`src/rtl/arith_pkg.sv`:
```
// Shared op/exception encodings, result-stage entry layout and the exception classifier.
package arith_pkg;

    localparam logic [1:0] OP_ADD = 2'b00;
    localparam logic [1:0] OP_SUB = 2'b01;
    localparam logic [1:0] OP_MUL = 2'b10;
    localparam logic [1:0] OP_DIV = 2'b11;

    localparam logic [1:0] EXC_NONE = 2'b00;
    localparam logic [1:0] EXC_OVF  = 2'b01;
    localparam logic [1:0] EXC_DIV0 = 2'b10;

    localparam int ARITH_WIDTH = 32;
    localparam int ARITH_TAG_W = 5;

    typedef struct packed {
        logic [ARITH_WIDTH-1:0] result;
        logic                   zero;
        logic [ARITH_TAG_W-1:0] tag;
        logic [1:0]             exc;
    } arith_entry_t;

    // The overflow flag doubles as divide-by-zero when the op is DIV.
    function automatic logic [1:0] classify_exc(input logic [1:0] op, input logic ovf);
        if (!ovf)
            return EXC_NONE;
        if (op == OP_DIV)
            return EXC_DIV0;
        return EXC_OVF;
    endfunction

endpackage

```
`src/rtl/arith_skid_fifo.sv`:
```
// Two-entry in-order buffer with registered ready and valid.
// Latency: one cycle push to head. Backpressure: ready drops the cycle after the buffer fills.
// A pop frees a slot but ready only rises after the popping edge (no comb path from pop).
module arith_skid_fifo #(
    parameter int DW = 8
) (
    input  logic          clk,
    input  logic          rst_n,
    input  logic          push_i,
    input  logic [DW-1:0] push_dat_i,
    input  logic          pop_i,
    output logic          rdy_o,
    output logic          vld_o,
    output logic [DW-1:0] head_o
);

    logic [1:0]    count_q, count_d;
    logic [DW-1:0] head_q, head_d;
    logic [DW-1:0] tail_q, tail_d;
    logic          rdy_q, vld_q;
    logic          do_push, do_pop;

    assign do_push = push_i & rdy_q;
    assign do_pop  = pop_i & (count_q != 2'd0);

    always_comb begin
        count_d = count_q;
        head_d  = head_q;
        tail_d  = tail_q;
        unique case ({do_push, do_pop})
            2'b10: begin
                if (count_q == 2'd0)
                    head_d = push_dat_i;
                else
                    tail_d = push_dat_i;
                count_d = count_q + 2'd1;
            end
            2'b01: begin
                if (count_q == 2'd2)
                    head_d = tail_q;
                count_d = count_q - 2'd1;
            end
            // Both only happen at count 1: full blocks push, empty blocks pop.
            2'b11: head_d = push_dat_i;
            default: ;
        endcase
    end

    always_ff @(posedge clk or negedge rst_n) begin
        if (!rst_n) begin
            count_q <= 2'd0;
            head_q  <= '0;
            tail_q  <= '0;
            rdy_q   <= 1'b1;
            vld_q   <= 1'b0;
        end else begin
            count_q <= count_d;
            head_q  <= head_d;
            tail_q  <= tail_d;
            rdy_q   <= (count_d != 2'd2);
            vld_q   <= (count_d != 2'd0);
        end
    end

    assign rdy_o  = rdy_q;
    assign vld_o  = vld_q;
    assign head_o = head_q;

endmodule

```
`src/rtl/arith_result_stage.sv`:
```
// Registered result stage after the arithmetic unit: classifies exceptions, buffers two results.
// Latency: one cycle in to out. Backpressure: registered in_ready, one bubble after a full drain.
// Optional saturating exception counter built under ARITH_OVF_COUNT_EN.
module arith_result_stage
    import arith_pkg::*;
#(
    parameter int WIDTH = 32,
    parameter int TAG_W = 5,
    parameter int CNT_W = 16
) (
    input  logic             clk,
    input  logic             rst_n,
    input  logic             in_valid,
    output logic             in_ready,
    input  logic [WIDTH-1:0] in_result,
    input  logic             in_overflow,
    input  logic             in_zero,
    input  logic [1:0]       in_op,
    input  logic [TAG_W-1:0] in_tag,
    output logic             out_valid,
    input  logic             out_ready,
    output logic [WIDTH-1:0] out_result,
    output logic             out_zero,
    output logic [TAG_W-1:0] out_tag,
    output logic [1:0]       out_exc,
    input  logic             status_clr,
    output logic             sticky_ovf
`ifdef ARITH_OVF_COUNT_EN
    ,
    output logic [CNT_W-1:0] ovf_count
`endif
);

    typedef struct packed {
        logic [WIDTH-1:0] result;
        logic             zero;
        logic [TAG_W-1:0] tag;
        logic [1:0]       exc;
    } entry_t;

    entry_t in_ent, head_ent;
    logic   pop;
    logic   pop_exc;
    logic   sticky_q;

    if (CNT_W < 1) begin : g_cnt_w_chk
        $error("arith_result_stage: CNT_W must be at least 1");
    end

    always_comb begin
        in_ent.result = in_result;
        in_ent.zero   = in_zero;
        in_ent.tag    = in_tag;
        in_ent.exc    = classify_exc(in_op, in_overflow);
    end

    arith_skid_fifo #(
        .DW($bits(entry_t))
    ) u_fifo (
        .clk        (clk),
        .rst_n      (rst_n),
        .push_i     (in_valid),
        .push_dat_i (in_ent),
        .pop_i      (pop),
        .rdy_o      (in_ready),
        .vld_o      (out_valid),
        .head_o     (head_ent)
    );

    assign pop        = out_valid & out_ready;
    assign pop_exc    = pop & (head_ent.exc != EXC_NONE);
    assign out_result = head_ent.result;
    assign out_zero   = head_ent.zero;
    assign out_tag    = head_ent.tag;
    assign out_exc    = head_ent.exc;

    // A retiring exception beats a simultaneous clear so the event is never lost.
    always_ff @(posedge clk or negedge rst_n) begin
        if (!rst_n)
            sticky_q <= 1'b0;
        else if (pop_exc)
            sticky_q <= 1'b1;
        else if (status_clr)
            sticky_q <= 1'b0;
    end

    assign sticky_ovf = sticky_q;

`ifdef ARITH_OVF_COUNT_EN
    logic [CNT_W-1:0] cnt_q;

    always_ff @(posedge clk or negedge rst_n) begin
        if (!rst_n)
            cnt_q <= '0;
        else if (pop_exc) begin
            if (status_clr)
                cnt_q <= CNT_W'(1);
            else if (!(&cnt_q))
                cnt_q <= cnt_q + CNT_W'(1);
        end else if (status_clr)
            cnt_q <= '0;
    end

    assign ovf_count = cnt_q;
`endif

endmodule

```
`config.mk`:
```
export PLATFORM = sky130hd
export DESIGN_NAME = arith_result_stage
export DESIGN_NICKNAME = d
export VERILOG_FILES = /design/src/rtl/arith_pkg.sv /design/src/rtl/arith_skid_fifo.sv /design/src/rtl/arith_result_stage.sv
export SDC_FILE = /design/constraint.sdc
export NUM_CORES = 1
export LEC_CHECK = 0
export ABC_AREA = 1
export CORE_MARGIN = 2
export CORE_UTILIZATION = 40
export CTS_BUF_LIST = sky130_fd_sc_hd__clkbuf_8
export DETAILED_ROUTE_END_ITERATION = 6
export PLACE_DENSITY = 0.66
export SYNTH_ARGS = -nofsm -noshare
export SYNTH_HDL_FRONTEND = slang
export SYNTH_SLANG_ARGS = --single-unit
```
`constraint.sdc`:
```
create_clock -name clk -period 2.2 [get_ports clk]
set_clock_uncertainty 0.15 [all_clocks]
set_input_delay 0.44 -clock clk [delete_from_list [all_inputs] [get_ports clk]]
set_output_delay 0.44 -clock clk [all_outputs]
set_load 0.05 [all_outputs]
```
==> metrics.md <==
| Metric | Value |
|---|---|
| Setup WS post-layout | `roughly 0.052 ns` |
| Core area | `around 0.0096 mm2` |
| Routability congestion estimate | `~0.76` |
| Drt total wl | `8447 um` |
| Root Driver | `clkbuf_8` |
| Layout Cells excl Fill | `703` |
| Critical path, cell by cell | `clkdlybuf4s50_1` |
| Max Slew Vio Count | `0` |
| Cell area after layout | `0.005210 mm2` |
| Row count | `36` |
| Antenna Nets Post-Route | `0` |
| Final Hold Fails | `0` |
| Pre-CTS WS | `-0.1535 ns` |
| Layout cell share with drive strength beyond 1 | `0.09123` |
| Postcts setup bufs | `0` |
| CTS Buffer Depth | `2` |
| Slew Limit Headroom | `0.5791` |
| Slew @ Worst Pin | `0.6314 ns` |
| Synth Cell Area | `about 0.004 mm2` |
| Critical setup path kind | `reg -> out` |
| Top delay family on crit path | `buffers and inverters` |
| Fin nets | `around 610` |
| Sequential fraction of the synthesis area | `0.5431` |
| Via count | `approximately 3,300` |
| Max FO, Critical Path | `3` |
| Total gr overflow | `0` |
| Post-DP HPWL | `5923 um` |
| Leak pwr | `0.002543 uW` |
| TritonCTS clock tree | `yes` |
| Pwr Density | `between 1500 and 2000 mW/mm2` |
| Final Cycle Share | `0.9763` |
| Residual DRC count | `0` |
| Worst setup SP type | `flop` |
| Area added between synthesis and finish | `32.95%` |
| Commonest non-fill, non-tap cell in the layout | `nand2_1` |
| Worst hold path class | `reg -> reg` |
| IO Pins | `89` |
| CP peak stage delay | `0.82 ns` |
| CTS Buf Count | `9` |
| All-Layer GR Usage | `0.1693` |
| WP buf/inv | `1` |
| Diodes inserted | `0` |
| First-pass GRT wire length | `14,170 um` |
| Syn Area/Cell | `slightly above 8 um2` |
| # setup viols final | `0` |
| CTS sink count | `85` |
| Initial antenna violation count | `0` |
| Worst Path Arrival | `1.56 ns` |
| Max H-tree Level | `3` |
| Final Power | `slightly above 8000 uW` |
| Filler cells | `between 900 and 1,000` |
| DIE WIDTH | `103.0 um` |
| Critical Path End Type | `output port` |
| Placed inst area | `0.005001 mm2` |
| Clock Latency Late Sink | `between 0.3 and 0.4 ns` |
| FF+latch count, synth | `85` |
| DRT iter0 DRCs | `around 180` |
| VDD IR max | `between 0.6 and 0.7 mV` |
| Commonest cells after routing, fill and taps aside | `172 x nand2_1, 85 x clkdlybuf4s50_1, 84 x dfrtp_1` |
| Drt pass-1 iters | `4` |
| WL/cell | `between 10 and 15 um` |
| Worst EP required | `1.61 ns` |
| Vias per inst | `approximately 4.7` |
| Starting Density | `0.4065` |
| Status | `complete, no violations` |
| Syn. warnings | `0` |
| Post-synth net total | `about 520` |
| Unrepaired setup endpoints after global routing | `no` |
| IO Port Bufs | `88` |
| Number of global-route vias before repair | `~3,200` |
| Distinct cell type count after synthesis | `22` |
| Crit-path slowest cell | `clkdlybuf4s50_1` |
| Number of cells after detailed placement | `slightly below 700` |
| Hold_ws | `about 0.33 ns` |
| Die area | `between 0.01 and 0.015 mm2` |
| Die Height | `roughly 100 um` |
| Max-cap violation count | `0` |
| Syn Inst Count | `about 480` |
| Largest net degree at the start of global routing | `61` |
| CTS clk-pin slew, worst paths | `~0.090 ns` |
| Period minus WS final | `around 2.1 ns` |
| Fmax | `465.6 MHz` |
logic make-up (layout without fill, tap and decap cells):
family          count (synthesis)  count (layout)  synth area share
buf+inv                        79             174           0.09642
simple gates                  227             227            0.2433
xor+xnor                        1               1          0.002235
flops                          85              85            0.5431
compound gates                 80              80            0.1054
fa+ha+maj                       3               3          0.009580
per-layer routing:
metal | global-route usage | routed length, um | vias up
li1 | - | - | 1666
met1 | 0.2119 | 3753 | 1556
met2 | 0.2927 | 4275 | 65
met3 | 0.02712 | 300 | 9
met4 | 0.06781 | 118 | 0
met5 | 0 | 0 | -
metrics by stage:
| stage | TNS (ns) | util |
|---|---|---|
| global route | 0 | 0.5405 |
| floorplan | 0 | - |
| detailed placement | -5.931 | 0.5188 |
| CTS | 0 | 0.5405 |
| finish | 0 | 0.5405 |
| global placement | -4.226 | 0.5188 |
repair_timing:
action                                 4_1_cts  5_1_grt
resized for setup                            0        0
hold buffers                                 1        0
endpoints found under the hold margin       45        0
cells in the mapped netlist:
cell	instances	area, um2
nand3_2	6	60.06
nor2_1	7	26.28
ha_1	3	37.54
o22ai_1	1	6.260
nand2_2	3	18.77
o21ai_4	1	16.27
o21ai_0	69	345.3
o21ai_1	9	45.04
clkbuf_2	2	10.01
xor2_1	1	8.760
nand4_1	1	6.260
dfrtp_1	84	2102
nor2_4	1	11.26
clkbuf_1	7	26.28
buf_4	9	67.56
inv_2	1	3.750
buf_2	6	30.03
nand3_1	37	185.2
dfstp_2	1	26.28
nand2_1	172	645.6
inv_1	49	183.9
buf_6	5	56.30
sequential cells by signal, indices dropped and copies added, names as in the netlist:
signal,flops
u_fifo.vld_o,1
u_fifo.count_q,2
u_fifo.tail_q,40
sticky_ovf,1
u_fifo.head_o,40
u_fifo.rdy_o,1
report_power, final:
group          switching [uW]  internal, uW  leakage, uW
combinational            2780          1500      0.00140
clock                     585           528    0.0000918
sequential                427          2320      0.00105
total                    3790          4340      0.00254
worst paths after layout:
kind | start | to | slack (ns) | cells after the start
max in group asynchronous | rst_n | u_fifo.head_o[10]$_DFFE_PN0P_ | 0.81 | 3
min reg2reg | u_fifo.head_o[21]$_DFFE_PN0P_ | u_fifo.head_o[21]$_DFFE_PN0P_ | 0.33 | 2
min | u_fifo.head_o[21]$_DFFE_PN0P_ | u_fifo.head_o[21]$_DFFE_PN0P_ | 0.33 | 2
max | u_fifo.head_o[0]$_DFFE_PN0P_ | out_exc[0] | 0.05 | 1
min in group asynchronous | rst_n | u_fifo.head_o[22]$_DFFE_PN0P_ | 0.49 | 2
max reg2reg | u_fifo.count_q[0]$_DFF_PN0_ | u_fifo.head_o[18]$_DFFE_PN0P_ | 0.24 | 11
area by class of cell:
class / count / area, um2 / area share
Clock buffer: 9 / 123.9 / 0.02378
Sequential cell: 85 / 2128 / 0.4085
Timing Repair Buffer: 108 / 1114 / 0.2137
Tap cell: 133 / 166.4 / 0.03194
Multi-Input combinational cell: 311 / 1415 / 0.2716
Clock inverter: 7 / 75.07 / 0.01441
Inverter: 50 / 187.7 / 0.03602
No activity file was read; power rests on OpenSTA's default activity.
